**src/rtl/snake_timer_ctrl_if.sv**
```systemverilog
// Bundle between the game FSM and the elapsed-time controller: control pulses one
// way, BCD digits and status flags the other way.
interface snake_timer_ctrl_if;
  logic       start;
  logic       pause;
  logic       clear;
  logic       game_over;
  logic [3:0] digit0;
  logic [3:0] digit1;
  logic [3:0] digit2;
  logic [3:0] digit3;
  logic       running;
  logic       expired;
  logic       tick;

  // Game FSM side
  modport master (
    output start, pause, clear, game_over,
    input  digit0, digit1, digit2, digit3, running, expired, tick
  );

  // Timer controller side
  modport slave (
    input  start, pause, clear, game_over,
    output digit0, digit1, digit2, digit3, running, expired, tick
  );
endinterface

```
**src/rtl/snake_timer_ctrl.sv**
```systemverilog
// Elapsed-time controller for the snake game: one-second prescaler, run/pause/done
// sequencing and a cascaded 4-digit BCD counter that saturates at 9999.
module snake_timer_ctrl #(
  parameter int unsigned TICK_DIV = 50000000
) (
  input logic              CLOCK_50,
  input logic              resetn,
  snake_timer_ctrl_if.slave ctrl_io
);

  localparam int unsigned PW = $clog2(TICK_DIV);
  localparam logic [PW-1:0] PrescLast = PW'(TICK_DIV - 1);

  typedef enum logic [1:0] {StIdle, StRun, StPause, StDone} state_e;

  state_e          state_q, state_d;
  logic [PW-1:0]   presc_q, presc_d;
  logic [3:0][3:0] digit_q, digit_d, digit_inc;
  logic            tick_q, tick_d;
  logic            expired_q, expired_d;
  logic            running_q, running_d;

  // BCD increment: each digit wraps 9->0 and carries only while all lower digits wrap
  always_comb begin
    logic carry;
    digit_inc = digit_q;
    carry     = 1'b1;
    for (int i = 0; i < 4; i++) begin
      if (carry) begin
        if (digit_q[i] >= 4'd9) begin
          digit_inc[i] = 4'd0;
        end else begin
          digit_inc[i] = digit_q[i] + 4'd1;
          carry        = 1'b0;
        end
      end
    end
  end

  // Next-state: clear beats game_over beats start/pause
  always_comb begin
    state_d   = state_q;
    presc_d   = presc_q;
    digit_d   = digit_q;
    tick_d    = 1'b0;
    expired_d = expired_q;

    if (ctrl_io.clear) begin
      state_d   = StIdle;
      presc_d   = '0;
      digit_d   = '0;
      expired_d = 1'b0;
    end else if (ctrl_io.game_over && (state_q == StRun || state_q == StPause)) begin
      state_d   = StDone;
      expired_d = 1'b0;
    end else begin
      unique case (state_q)
        StIdle: begin
          if (ctrl_io.start) begin
            state_d = StRun;
            presc_d = '0;
          end
        end
        StRun: begin
          if (ctrl_io.pause) state_d = StPause;
          if (presc_q == PrescLast) begin
            presc_d = '0;
            if (digit_q == 16'h9999) begin
              // Saturation: no increment, no tick; this overrides a coincident pause
              state_d   = StDone;
              expired_d = 1'b1;
            end else begin
              digit_d = digit_inc;
              tick_d  = 1'b1;
            end
          end else begin
            presc_d = presc_q + PW'(1);
          end
        end
        StPause: begin
          // Prescaler keeps its held value so paused time is never counted
          if (ctrl_io.pause || ctrl_io.start) state_d = StRun;
        end
        StDone: begin
        end
        default: state_d = StIdle;
      endcase
    end
  end

  assign running_d = (state_d == StRun);

  // State and output registers with synchronous active-low reset
  always_ff @(posedge CLOCK_50) begin
    if (!resetn) begin
      state_q   <= StIdle;
      presc_q   <= '0;
      digit_q   <= '0;
      tick_q    <= 1'b0;
      expired_q <= 1'b0;
      running_q <= 1'b0;
    end else begin
      state_q   <= state_d;
      presc_q   <= presc_d;
      digit_q   <= digit_d;
      tick_q    <= tick_d;
      expired_q <= expired_d;
      running_q <= running_d;
    end
  end

  assign ctrl_io.digit0  = digit_q[0];
  assign ctrl_io.digit1  = digit_q[1];
  assign ctrl_io.digit2  = digit_q[2];
  assign ctrl_io.digit3  = digit_q[3];
  assign ctrl_io.running = running_q;
  assign ctrl_io.expired = expired_q;
  assign ctrl_io.tick    = tick_q;

endmodule

```
**src/flat_wrapper.sv**
```systemverilog
// flat-port wrapper written by rule: the top's interface ports become plain ports
module snake_timer_ctrl_flat 
#(
  parameter int unsigned TICK_DIV = 50000000
)
  (CLOCK_50, resetn, ctrl_io_start, ctrl_io_pause, ctrl_io_clear, ctrl_io_game_over, ctrl_io_digit0, ctrl_io_digit1, ctrl_io_digit2, ctrl_io_digit3, ctrl_io_running, ctrl_io_expired, ctrl_io_tick);
  snake_timer_ctrl_if ctrl_io_i ();
  input logic CLOCK_50;
  input logic resetn;
  input wire logic [$bits(ctrl_io_i.start)-1:0] ctrl_io_start;
  input wire logic [$bits(ctrl_io_i.pause)-1:0] ctrl_io_pause;
  input wire logic [$bits(ctrl_io_i.clear)-1:0] ctrl_io_clear;
  input wire logic [$bits(ctrl_io_i.game_over)-1:0] ctrl_io_game_over;
  output wire logic [$bits(ctrl_io_i.digit0)-1:0] ctrl_io_digit0;
  output wire logic [$bits(ctrl_io_i.digit1)-1:0] ctrl_io_digit1;
  output wire logic [$bits(ctrl_io_i.digit2)-1:0] ctrl_io_digit2;
  output wire logic [$bits(ctrl_io_i.digit3)-1:0] ctrl_io_digit3;
  output wire logic [$bits(ctrl_io_i.running)-1:0] ctrl_io_running;
  output wire logic [$bits(ctrl_io_i.expired)-1:0] ctrl_io_expired;
  output wire logic [$bits(ctrl_io_i.tick)-1:0] ctrl_io_tick;
  assign ctrl_io_i.start = ctrl_io_start;
  assign ctrl_io_i.pause = ctrl_io_pause;
  assign ctrl_io_i.clear = ctrl_io_clear;
  assign ctrl_io_i.game_over = ctrl_io_game_over;
  assign ctrl_io_digit0 = ctrl_io_i.digit0;
  assign ctrl_io_digit1 = ctrl_io_i.digit1;
  assign ctrl_io_digit2 = ctrl_io_i.digit2;
  assign ctrl_io_digit3 = ctrl_io_i.digit3;
  assign ctrl_io_running = ctrl_io_i.running;
  assign ctrl_io_expired = ctrl_io_i.expired;
  assign ctrl_io_tick = ctrl_io_i.tick;
  snake_timer_ctrl #(.TICK_DIV(TICK_DIV)) u_core (.CLOCK_50(CLOCK_50), .resetn(resetn), .ctrl_io(ctrl_io_i));
endmodule
```
**config.mk**
```make
export PLATFORM = sky130hd
export DESIGN_NAME = snake_timer_ctrl_flat
export DESIGN_NICKNAME = d
export VERILOG_FILES = /design/src/rtl/snake_timer_ctrl_if.sv /design/src/rtl/snake_timer_ctrl.sv /design/src/flat_wrapper.sv
export SDC_FILE = /design/constraint.sdc
export NUM_CORES = 1
export LEC_CHECK = 0
export ABC_AREA = 1
export BUFFER_PORTS_ARGS = -buffer_cell sky130_fd_sc_hd__buf_2
export CAP_MARGIN = 25
export CORE_MARGIN = 2
export CORE_UTILIZATION = 45
export DETAILED_ROUTE_END_ITERATION = 10
export GPL_TIMING_DRIVEN = 0
export SETUP_SLACK_MARGIN = 0.02
export SYNTH_ARGS = -nofsm -noshare
export SYNTH_HDL_FRONTEND = slang
export SYNTH_SLANG_ARGS = --single-unit
```
**constraint.sdc**
```tcl
create_clock -name CLOCK_50 -period 2.5 [get_ports CLOCK_50]
set_input_delay 0.25 -clock CLOCK_50 [delete_from_list [all_inputs] [get_ports CLOCK_50]]
set_output_delay 0.25 -clock CLOCK_50 [all_outputs]
set_load 0.05 [all_outputs]
```
==> impl_results.md <==
* Layout cell share with drive strength beyond 1 at 0.115
* Crit path launch type: register
* Post-Syn Area at about 3100 um2
* Unrepaired setup endpoints after global routing: no
* Fin util at 0.508
* Crit-path max FO at 10
* Switching Power at 0.348 mW
* Worst-path clk slew at roughly 0.090 ns
* Tot Pwr at about 1.5 mW
* Row cnt at 30
* Multi-input logic area at around 1900 um2
* Synth Instances at ~470
* Gr usage total at 0.215
* Sequential-to-total area share from yosys stat at 0.306
* Crit end category: register
* Gate power share at 0.074
* Post-CTS Hold Buffers at 0
* # port buffers at 24
* Least-Margin Pin Slew at a little under 0.7 ns
* Final Max Slew Viols at 0
* Area Overhead vs Synth at 11.0%
* Post-DP Area at between 3000 and 4000 um2
* Clock skew at approximately 0.0078 ns
* Most common cell after layout, fill and taps aside: nand2_1
* Post-route minimum period at 2.21 ns
* Synth warnings at 0
* Wire length of the first global-routing pass at 12.8 mm
* Clock root buffer: clkbuf_8
* Total gr overflow at 0
* Leakage at 1.44 nW
* DRC at 0
* # clock sinks at 47
* Finished Cell Area at around 3400 um2
* Vias per cell at ~5.2
* TritonCTS Buffers at 5
* CTS tree: done
* Clock latency on the worst-skew pair at 0.30 ns
* Max IR drop VDD at approximately 0.24 mV
* Initial Util at 0.458
* Total Wirelength at slightly below 8 mm
* Core area at ~6700 um2
* Final GP Congestion at a little under 0.9
* Initial DRC count at between 150 and 200
* Initial antenna violation count at 0
* Crit path DAT at around 2.4 ns
* Synth cell types at 41
* Syn Nets at 497
* Sw frac at 0.240
* Power Density at between 400 and 500 nW/um2
* Die area at between 7000 and 8000 um2
* Slew HR at 0.542
* Most frequent cells in the layout: nand2_1 (109), nor2_1 (86), inv_1 (53), dfxtp_1 (47), nand3_1 (35)
* Yosys reg bits at between 40 and 50
* Vias in the first global route at 2718
* Endpoints failing hold at 0
* Mean Syn Cell Area at around 6.5 um2
* Vias at roughly 3000
* Per-cell routed wire length at 13.2 um
* Hold crit path type: primary input to register
* Clock Path Buffers at 2
* Pin count of the biggest net entering global routing at 15
* # setup viols final at 0
* Flop pwr share at 0.520
* Filler Cell Count at around 700
* R2R Setup Slk at slightly below 0.3 ns
* Total setup buffers inserted after CTS at 0
* Die Y at just under 90 um
* H-tree Lvls at 2
* Post-CTS resize count at 0
* Clock power frac at 0.407
* Peak Freq at between 400 and 500 MHz
* Final-stage net count at between 500 and 600
* TritonRoute pass-1 iters at 4
* Num ports at 25
* Setup TNS at 0 ns
* Ant. Diodes at 0
* Setup CP Type: register to register
* CP required at ~2.7 ns
* Reg area at 941 um2
* Final Cycle Share at 0.883
* DIE WIDTH at slightly below 90 um
* Outcome: completed
* DP Wirelength at 6.09 mm
* Internal Power at between 1 and 1.5 mW
* Max cap viols at 0
* Antenna viol nets, final at 0
==> kinds of logic (layout without fill, tap and decap cells) <==
group           count (synthesis)  after routing  share of synthesized area
xor+xnor                        8              8                     0.0228
buf+inv                        66             98                     0.0854
fa+ha+maj                      17             17                     0.0691
flops                          47             47                      0.306
compound gates                 41             41                     0.0756
simple gates                  295            295                      0.441
==> path summary, 6_finish.rpt <==
path | from | to | cells past startpoint
setup / recovery | u_core.state_q[0] | u_core.presc_q[11] | 10
hold / removal | ctrl_io_clear | u_core.presc_q[13] | 4
setup reg to reg | u_core.state_q[0] | u_core.presc_q[11] | 10
hold reg to reg | u_core.ctrl_io.digit0[3] | u_core.ctrl_io.digit0[3] | 2
==> cells in the mapped netlist (all sizes together) <==
cell type	instances	area, um2
nand2	114	445
nor2	93	405
inv	57	214
dfxtp	47	941
nand3	36	185
nor3	22	126
a21oi	19	98.9
ha	17	213
nand4	17	106
o21ai	13	65.1
xor2	7	61.3
buf	5	33.8
and3	4	25.0
nand3b	3	22.5
nor3b	3	22.5
a211oi	2	15.0
clkbuf	2	7.51
clkinv	2	7.51
nor4	2	12.5
a211o	1	8.76
a21boi	1	7.51
a31oi	1	6.26
o211a	1	10.0
o21bai	1	7.51
o22ai	1	6.26
o31ai	1	7.51
or2	1	6.26
xnor2	1	8.76
==> layout make-up <==
| cell class | instances | area share |
|---|---|---|
| Timing Repair Buffer | 24 | 0.0352 |
| Clock buffer | 6 | 0.0242 |
| Inverter | 59 | 0.0649 |
| Tap cell | 80 | 0.0293 |
| Multi-Input combinational cell | 361 | 0.549 |
| Clock inverter | 2 | 0.0103 |
| Buffer | 7 | 0.0121 |
| Sequential cell | 47 | 0.276 |
==> flip-flops by register name, summed over array words and instances (netlist names) <==
name / count
u_core.ctrl_io.digit2: 4
u_core.presc_q: 26
u_core.ctrl_io.running: 1
u_core.ctrl_io.tick: 1
u_core.ctrl_io.digit3: 4
u_core.ctrl_io.expired: 1
u_core.ctrl_io.digit0: 4
u_core.state_q: 2
u_core.ctrl_io.digit1: 4
==> per-layer routing <==
metal	routed length, um	up-vias	global-route usage
met2	3300	50	0.336
met5	0	-	0
met3	328	6	0.0286
met4	55	0	0.0327
li1	-	1598	-
met1	4030	1389	0.320
==> stage by stage <==
stage                     setup slack [ns]  instances  hold slack (ns)
final                                0.293        586            0.367
after global routing                0.0736        586            0.399
after CTS                            0.276        586            0.363
after detailed placement             0.274        578            0.472
after global placement               0.313        578            0.471
after floorplan                      0.553        474            0.463
==> power groups by stage <==
stage	logic, mW	registers [mW]	clock network, mW
2_1_floorplan	0.0705	0.776	0
3_3_place_gp	0.107	0.772	0
3_5_place_dp	0.107	0.773	0
4_1_cts	0.108	0.755	0.609
5_1_grt	0.121	0.756	0.648
6_report	0.107	0.755	0.591
==> critical path: stages, from the launching register on <==
cell and delay, ns:
dfxtp_1 0.39, inv_1 0.11, ha_1 0.30, nand2_1 0.14, o21ai_1 0.08, nor2_1 0.24
buf_2 0.30, nand2_1 0.11, nand2_1 0.15, buf_4 0.21, a211oi_1 0.05
Power figures use the tool's default switching activity.
